File: src/rtl/sa_feeder.sv
// ============================================================================
// Module  : sa_feeder
// Brief   : Streams FIFO vectors into a systolic array with a per-lane skew.
// Rev     : 1.0 - initial release
// ============================================================================
`default_nettype none

module sa_feeder #(
    parameter int NUM_LANES = 4,
    parameter int DATA_W    = 8,
    parameter int CNT_W     = 8
) (
    input  logic                          clk,
    input  logic                          rstn,
    input  logic                          start,
    input  logic [CNT_W-1:0]              num_vec,
    input  logic [NUM_LANES*DATA_W-1:0]   fifo_data,
    input  logic                          fifo_empty,
    output logic                          fifo_rd_en,
    input  logic                          sa_ready,
    output logic [NUM_LANES*DATA_W-1:0]   sa_data,
    output logic [NUM_LANES-1:0]          sa_valid,
    output logic                          busy,
    output logic                          done
);

    localparam int DRN_W = (NUM_LANES > 1) ? $clog2(NUM_LANES) : 1;

    typedef enum logic [1:0] {
        ST_IDLE   = 2'd0,
        ST_STREAM = 2'd1,
        ST_DRAIN  = 2'd2
    } state_t;

    state_t                        r_state;
    state_t                        w_state_nxt;
    logic [CNT_W-1:0]              r_rem;
    logic [CNT_W-1:0]              w_rem_nxt;
    logic [DRN_W-1:0]              r_drn;
    logic [DRN_W-1:0]              w_drn_nxt;
    logic                          r_done;
    logic                          w_done_nxt;
    logic                          w_adv;
    logic                          w_pop;
    logic [NUM_LANES*DATA_W-1:0]   w_inj_data;

    assign w_adv      = sa_ready;
    // Never pop an empty FIFO: it would move its pointers anyway.
    assign w_pop      = (r_state == ST_STREAM) & sa_ready & ~fifo_empty & (r_rem != '0);
    assign w_inj_data = w_pop ? fifo_data : '0;

    assign fifo_rd_en = w_pop;
    assign busy       = (r_state != ST_IDLE);
    assign done       = r_done;

    always_ff @(posedge clk or negedge rstn) begin
        if (!rstn) begin
            r_state <= ST_IDLE;
            r_rem   <= '0;
            r_drn   <= '0;
            r_done  <= 1'b0;
        end else begin
            r_state <= w_state_nxt;
            r_rem   <= w_rem_nxt;
            r_drn   <= w_drn_nxt;
            r_done  <= w_done_nxt;
        end
    end

    always_comb begin
        w_state_nxt = r_state;
        w_rem_nxt   = r_rem;
        w_drn_nxt   = r_drn;
        w_done_nxt  = 1'b0;
        case (r_state)
            ST_IDLE: begin
                if (start && w_adv) begin
                    if (num_vec != '0) begin
                        w_rem_nxt   = num_vec;
                        w_state_nxt = ST_STREAM;
                    end else begin
                        w_done_nxt  = 1'b1;
                    end
                end
            end
            ST_STREAM: begin
                if (w_pop) begin
                    w_rem_nxt = r_rem - CNT_W'(1);
                    if (r_rem == CNT_W'(1)) begin
                        if (NUM_LANES == 1) begin
                            w_state_nxt = ST_IDLE;
                            w_done_nxt  = 1'b1;
                        end else begin
                            w_state_nxt = ST_DRAIN;
                            w_drn_nxt   = DRN_W'(NUM_LANES - 1);
                        end
                    end
                end
            end
            ST_DRAIN: begin
                if (w_adv) begin
                    w_drn_nxt = r_drn - DRN_W'(1);
                    if (r_drn == DRN_W'(1)) begin
                        w_state_nxt = ST_IDLE;
                        w_done_nxt  = 1'b1;
                    end
                end
            end
            default: begin
                w_state_nxt = ST_IDLE;
            end
        endcase
    end

    // Lane i is a shift chain of i+1 stages; bubbles carry zero data.
    for (genvar gi = 0; gi < NUM_LANES; gi++) begin : g_lane
        logic [DATA_W-1:0] r_d [0:gi];
        logic              r_v [0:gi];

        always_ff @(posedge clk or negedge rstn) begin
            if (!rstn) begin
                for (int k = 0; k <= gi; k++) begin
                    r_d[k] <= '0;
                    r_v[k] <= 1'b0;
                end
            end else if (w_adv) begin
                r_d[0] <= w_inj_data[gi*DATA_W +: DATA_W];
                r_v[0] <= w_pop;
                for (int k = 1; k <= gi; k++) begin
                    r_d[k] <= r_d[k-1];
                    r_v[k] <= r_v[k-1];
                end
            end
        end

        assign sa_data[gi*DATA_W +: DATA_W] = r_d[gi];
        assign sa_valid[gi]                 = r_v[gi];
    end

endmodule

`default_nettype wire

File: config.mk
export PLATFORM = sky130hd
export DESIGN_NAME = sa_feeder
export DESIGN_NICKNAME = d
export VERILOG_FILES = /design/src/rtl/sa_feeder.sv
export SDC_FILE = /design/constraint.sdc
export NUM_CORES = 1
export LEC_CHECK = 0
export ABC_AREA = 1
export CAP_MARGIN = 20
export CELL_PAD_IN_SITES_DETAIL_PLACEMENT = 0
export CELL_PAD_IN_SITES_GLOBAL_PLACEMENT = 1
export CORE_ASPECT_RATIO = 0.75
export CORE_UTILIZATION = 25
export DETAILED_ROUTE_END_ITERATION = 7
export DONT_BUFFER_PORTS = 1
export PLACE_DENSITY_LB_ADDON = 0.1
export SLEW_MARGIN = 30
export SYNTH_ARGS = -nofsm -noshare
export SYNTH_HDL_FRONTEND = slang
export SYNTH_SLANG_ARGS = --single-unit
File: constraint.sdc
create_clock -name clk -period 1.4 [get_ports clk]
set_input_delay 0.07 -clock clk [delete_from_list [all_inputs] [get_ports clk]]
set_output_delay 0.07 -clock clk [all_outputs]
set_load 0.02 [all_outputs]
==> flow_summary.html <==
<table>
<tr><th>Metric</th><th>Value</th></tr>
<tr><th colspan="2">Min path</th></tr>
<tr><td>Tightest Hold Check Type</td><td>in2async</td></tr>
<tr><th colspan="2">Drt</th></tr>
<tr><td>Via total after detailed routing</td><td>3181</td></tr>
<tr><td>Antenna Violating Nets Remaining</td><td>0</td></tr>
<tr><td>Vias/cell</td><td>4.15</td></tr>
<tr><td>Average wire length per cell after detail routing</td><td>13.2 um</td></tr>
<tr><td>Initial DRC Count</td><td>~150</td></tr>
<tr><td>DRT Pass-1 Iters</td><td>6</td></tr>
<tr><td>Post-detailed-routing wire length</td><td>10100 um</td></tr>
<tr><td>Residual DRC count</td><td>7</td></tr>
<tr><th colspan="2">Worst setup path</th></tr>
<tr><td>Type of element launching the critical path</td><td>register</td></tr>
<tr><td>Reg2reg setup slack</td><td>-110 ps</td></tr>
<tr><td>R2R Path Start</td><td>r_state[1]</td></tr>
<tr><td>Arrival time of data at the critical path endpoint</td><td>around 1500 ps</td></tr>
<tr><td>Largest stage delay, worst path</td><td>390 ps</td></tr>
<tr><td>Path type of the worst setup path</td><td>reg2out</td></tr>
<tr><td>Cell-by-cell listing of the critical path</td><td>nor2_2, nand2_2, o21ai_4, inv_2, buf_12, buf_8</td></tr>
<tr><td>Req. time, crit path</td><td>1330 ps</td></tr>
<tr><td>Critical-path top delay cell</td><td>sky130_fd_sc_hd__dfrtp_1</td></tr>
<tr><td>Kind of end point of the critical path</td><td>primary output</td></tr>
<tr><td>Crit path from</td><td>r_rem[6]</td></tr>
<tr><td>Critical-path maximum fanout</td><td>2</td></tr>
<tr><th colspan="2">GRT</th></tr>
<tr><td>Via count of the first global-routing pass</td><td>3341</td></tr>
<tr><td>GRT Residual Overflow</td><td>0</td></tr>
<tr><td>Total routing usage reported by global routing</td><td>0.126</td></tr>
<tr><td>Maximum number of pins on one net before global-route repair</td><td>98</td></tr>
<tr><td>Number of antenna violations at the first check in global routing</td><td>0</td></tr>
<tr><td>Wire length of the first global-routing pass</td><td>17200 um</td></tr>
<tr><th colspan="2">Floorplanning</th></tr>
<tr><td>Starting density of the core</td><td>0.261</td></tr>
<tr><td># IOs</td><td>84</td></tr>
<tr><td>Standard cell core area</td><td>around 16000 um^2</td></tr>
<tr><td>Width of the die</td><td>153 um</td></tr>
<tr><td>Number of placement rows</td><td>40</td></tr>
<tr><td>Die height</td><td>roughly 120 um</td></tr>
<tr><td>Die area</td><td>17600 um^2</td></tr>
<tr><th colspan="2">Clocking</th></tr>
<tr><td>Post-CTS Hold Fix Bufs</td><td>73</td></tr>
<tr><td>CTS root buf</td><td>sky130_fd_sc_hd__clkbuf_16</td></tr>
<tr><td>CTS buffer count</td><td>9</td></tr>
<tr><td>Clock-pin slew on the worst setup and hold paths</td><td>around 70 ps</td></tr>
<tr><td>Clock latency of the later-clocked register in the worst-skew pair</td><td>around 350 ps</td></tr>
<tr><td>Maximum buffer depth of the clock tree</td><td>2</td></tr>
<tr><td>CTS tree</td><td>built</td></tr>
<tr><td>Level count of the clock H-tree</td><td>3</td></tr>
<tr><td>Clock sinks</td><td>97</td></tr>
<tr><th colspan="2">Layout</th></tr>
<tr><td># nets final</td><td>602</td></tr>
<tr><td>Antenna cells</td><td>0</td></tr>
<tr><td>Commonest non-fill, non-tap cells in the layout</td><td>94 x sky130_fd_sc_hd__dfrtp_1, 91 x sky130_fd_sc_hd__nand2_1, 72 x sky130_fd_sc_hd__dlygate4sd3_1</td></tr>
<tr><td>Area used by sequential logic in the layout</td><td>2430 um^2</td></tr>
<tr><td>Fraction of layout cells with a size suffix above 1</td><td>0.190</td></tr>
<tr><td>Final-layout fill cell count</td><td>1649</td></tr>
<tr><td>Most common cell after layout, fill and taps aside</td><td>sky130_fd_sc_hd__dfrtp_1</td></tr>
<tr><td>Non-filler cells, final</td><td>767</td></tr>
<tr><td>Multi-input logic area</td><td>1440 um^2</td></tr>
<tr><td>Finished Core Util</td><td>0.353</td></tr>
<tr><td>Area overhead of the layout relative to synthesis</td><td>35.4%</td></tr>
<tr><th colspan="2">Timing</th></tr>
<tr><td>Peak Freq</td><td>645 MHz</td></tr>
<tr><td>Share of the clock period used by the worst path</td><td>1.11</td></tr>
<tr><td>Min Tclk post-route</td><td>1550 ps</td></tr>
<tr><td>Transition time at the pin with the least slew margin</td><td>277 ps</td></tr>
<tr><td>Setup tns final</td><td>-1830 ps</td></tr>
<tr><td>Hold violation count in the final report</td><td>97</td></tr>
<tr><td>Hold Worst Slack</td><td>-588 ps</td></tr>
<tr><td>Minimum setup slack in the final design</td><td>-150 ps</td></tr>
<tr><td>Final Max Slew Viols</td><td>0</td></tr>
<tr><td>Tightest slew margin relative to the limit</td><td>0.816</td></tr>
<tr><td>Final count of negative-setup-slack endpoints</td><td>approximately 40</td></tr>
<tr><td>Setup repair after global routing missed its margin</td><td>yes</td></tr>
<tr><td>Worst clock skew on the final layout</td><td>5.26 ps</td></tr>
<tr><th colspan="2">Pwr</th></tr>
<tr><td>Power per unit of standard cell area</td><td>1730 nW/um^2</td></tr>
<tr><td>Leakage power</td><td>2.62 nW</td></tr>
<tr><td>Worst IR Drop VDD</td><td>605 uV</td></tr>
<tr><td>Post-layout power</td><td>0.00995 W</td></tr>
<tr><th colspan="2">Outcome</th></tr>
<tr><td>Status</td><td>finished, violations left</td></tr>
<tr><td>Violations in the final reports</td><td>DRC, hold timing, setup timing</td></tr>
<tr><th colspan="2">Yosys</th></tr>
<tr><td>Synth Cell Area</td><td>4260 um^2</td></tr>
<tr><td>Synthesized netlist net count</td><td>roughly 530</td></tr>
<tr><td>Number of warnings printed during yosys synthesis</td><td>0</td></tr>
<tr><td>Syn avg cell area</td><td>just under 9 um^2</td></tr>
<tr><td>Cells after Synth</td><td>476</td></tr>
<tr><td>Sequential cell area fraction in the yosys report</td><td>0.570</td></tr>
<tr><td>Post-synthesis sequential element count</td><td>97</td></tr>
<tr><td>Post-synthesis cell type count</td><td>25</td></tr>
<tr><th colspan="2">Place</th></tr>
<tr><td>Detailed Place HPWL</td><td>5780 um</td></tr>
<tr><td>Final weighted congestion in routability-driven placement</td><td>0.733</td></tr>
<tr><td>Port buffer count</td><td>0</td></tr>
<tr><td>Cell count after placement</td><td>668</td></tr>
<tr><th colspan="2">Flow run</th></tr>
<tr><td># Max-Cap Violations</td><td>0</td></tr>
</table>
-- worst paths after layout --
check | to | cells past startpoint
setup / recovery | fifo_rd_en | 6
hold / removal | g_lane[0].r_d[1] | 0
setup reg to reg | r_drn[0] | 10
hold reg to reg | g_lane[3].r_d[15] | 2
max in group asynchronous | r_state[0] | 0
min in group clk | r_rem[4] | 4
-- power breakdown --
group          switching (W)  internal (W)
registers           0.000528       0.00335
clock network        0.00108       0.00162
logic                0.00173       0.00163
-- timing repair --
| item | CTS | global route |
|---|---|---|
| endpoints found under the setup margin | 44 | 47 |
| endpoints found under the hold margin | 189 | 97 |
| cloned | 1 | 0 |
| pin swaps | 8 | 6 |
| gates resized for setup | 32 | 34 |
| setup buffers | 9 | 3 |
-- logic make-up after synthesis --
family	count (synthesis)	synth area share
and+or+nand+nor	173	0.161
buffers and inverters	104	0.123
DFF	97	0.570
AOI/OAI and AO/OA	90	0.112
muxes	8	0.0212
adders and majority gates	4	0.0118
-- stage by stage --
stage	cell area, um^2	setup WS, ps
after CTS	5670	-177
after global placement	4450	-190
after global routing	5760	-221
after floorplan	4260	16.8
final	5760	-150
after detailed placement	4450	-153
-- area by class of cell --
class / count / share of cell area
well taps: 210 / 0.0456
clock buffers: 10 / 0.0415
multi-input cells: 275 / 0.250
inverters: 59 / 0.0391
repair buffers: 111 / 0.187
clock inverters: 5 / 0.0152
flip-flops and latches: 97 / 0.422
-- routing by layer --
metal  GRT usage  vias up  wire length, um
li1            -     1619                -
met5           0        -                0
met2       0.198       59             4500
met1       0.162     1491             4860
met3      0.0433       12              613
met4      0.0444        0              150
-- cell usage after synthesis, drive strengths merged --
master / n / area (um^2)
o21bai: 1 / 7.51
a21oi: 38 / 201
nand4: 2 / 12.5
clkbuf: 4 / 15.0
inv: 59 / 221
nor2: 55 / 216
buf: 41 / 289
nand2: 103 / 392
dfrtp: 97 / 2430
nand3: 12 / 60.1
mux2: 8 / 90.1
o21ai: 50 / 262
or2: 1 / 6.26
ha: 4 / 50.1
a31oi: 1 / 6.26
-- sequential cells by signal (all words and copies together), names as in the netlist --
signal      cells
g_lane.r_d     56
sa_data        24
r_rem           8
g_lane.r_v      3
r_drn           2
r_state         2
done            1
sa_valid        1
-- critical path, delay by kind of cell, from the launching register on --
| kind | cells | cell delay (ps) |
|---|---|---|
| flip-flops | 1 | 390 |
| buffers and inverters | 3 | 320 |
| AND/OR/NAND/NOR | 2 | 250 |
| AO/OA/AOI/OAI | 1 | 170 |
Power figures use the tool's default switching activity.
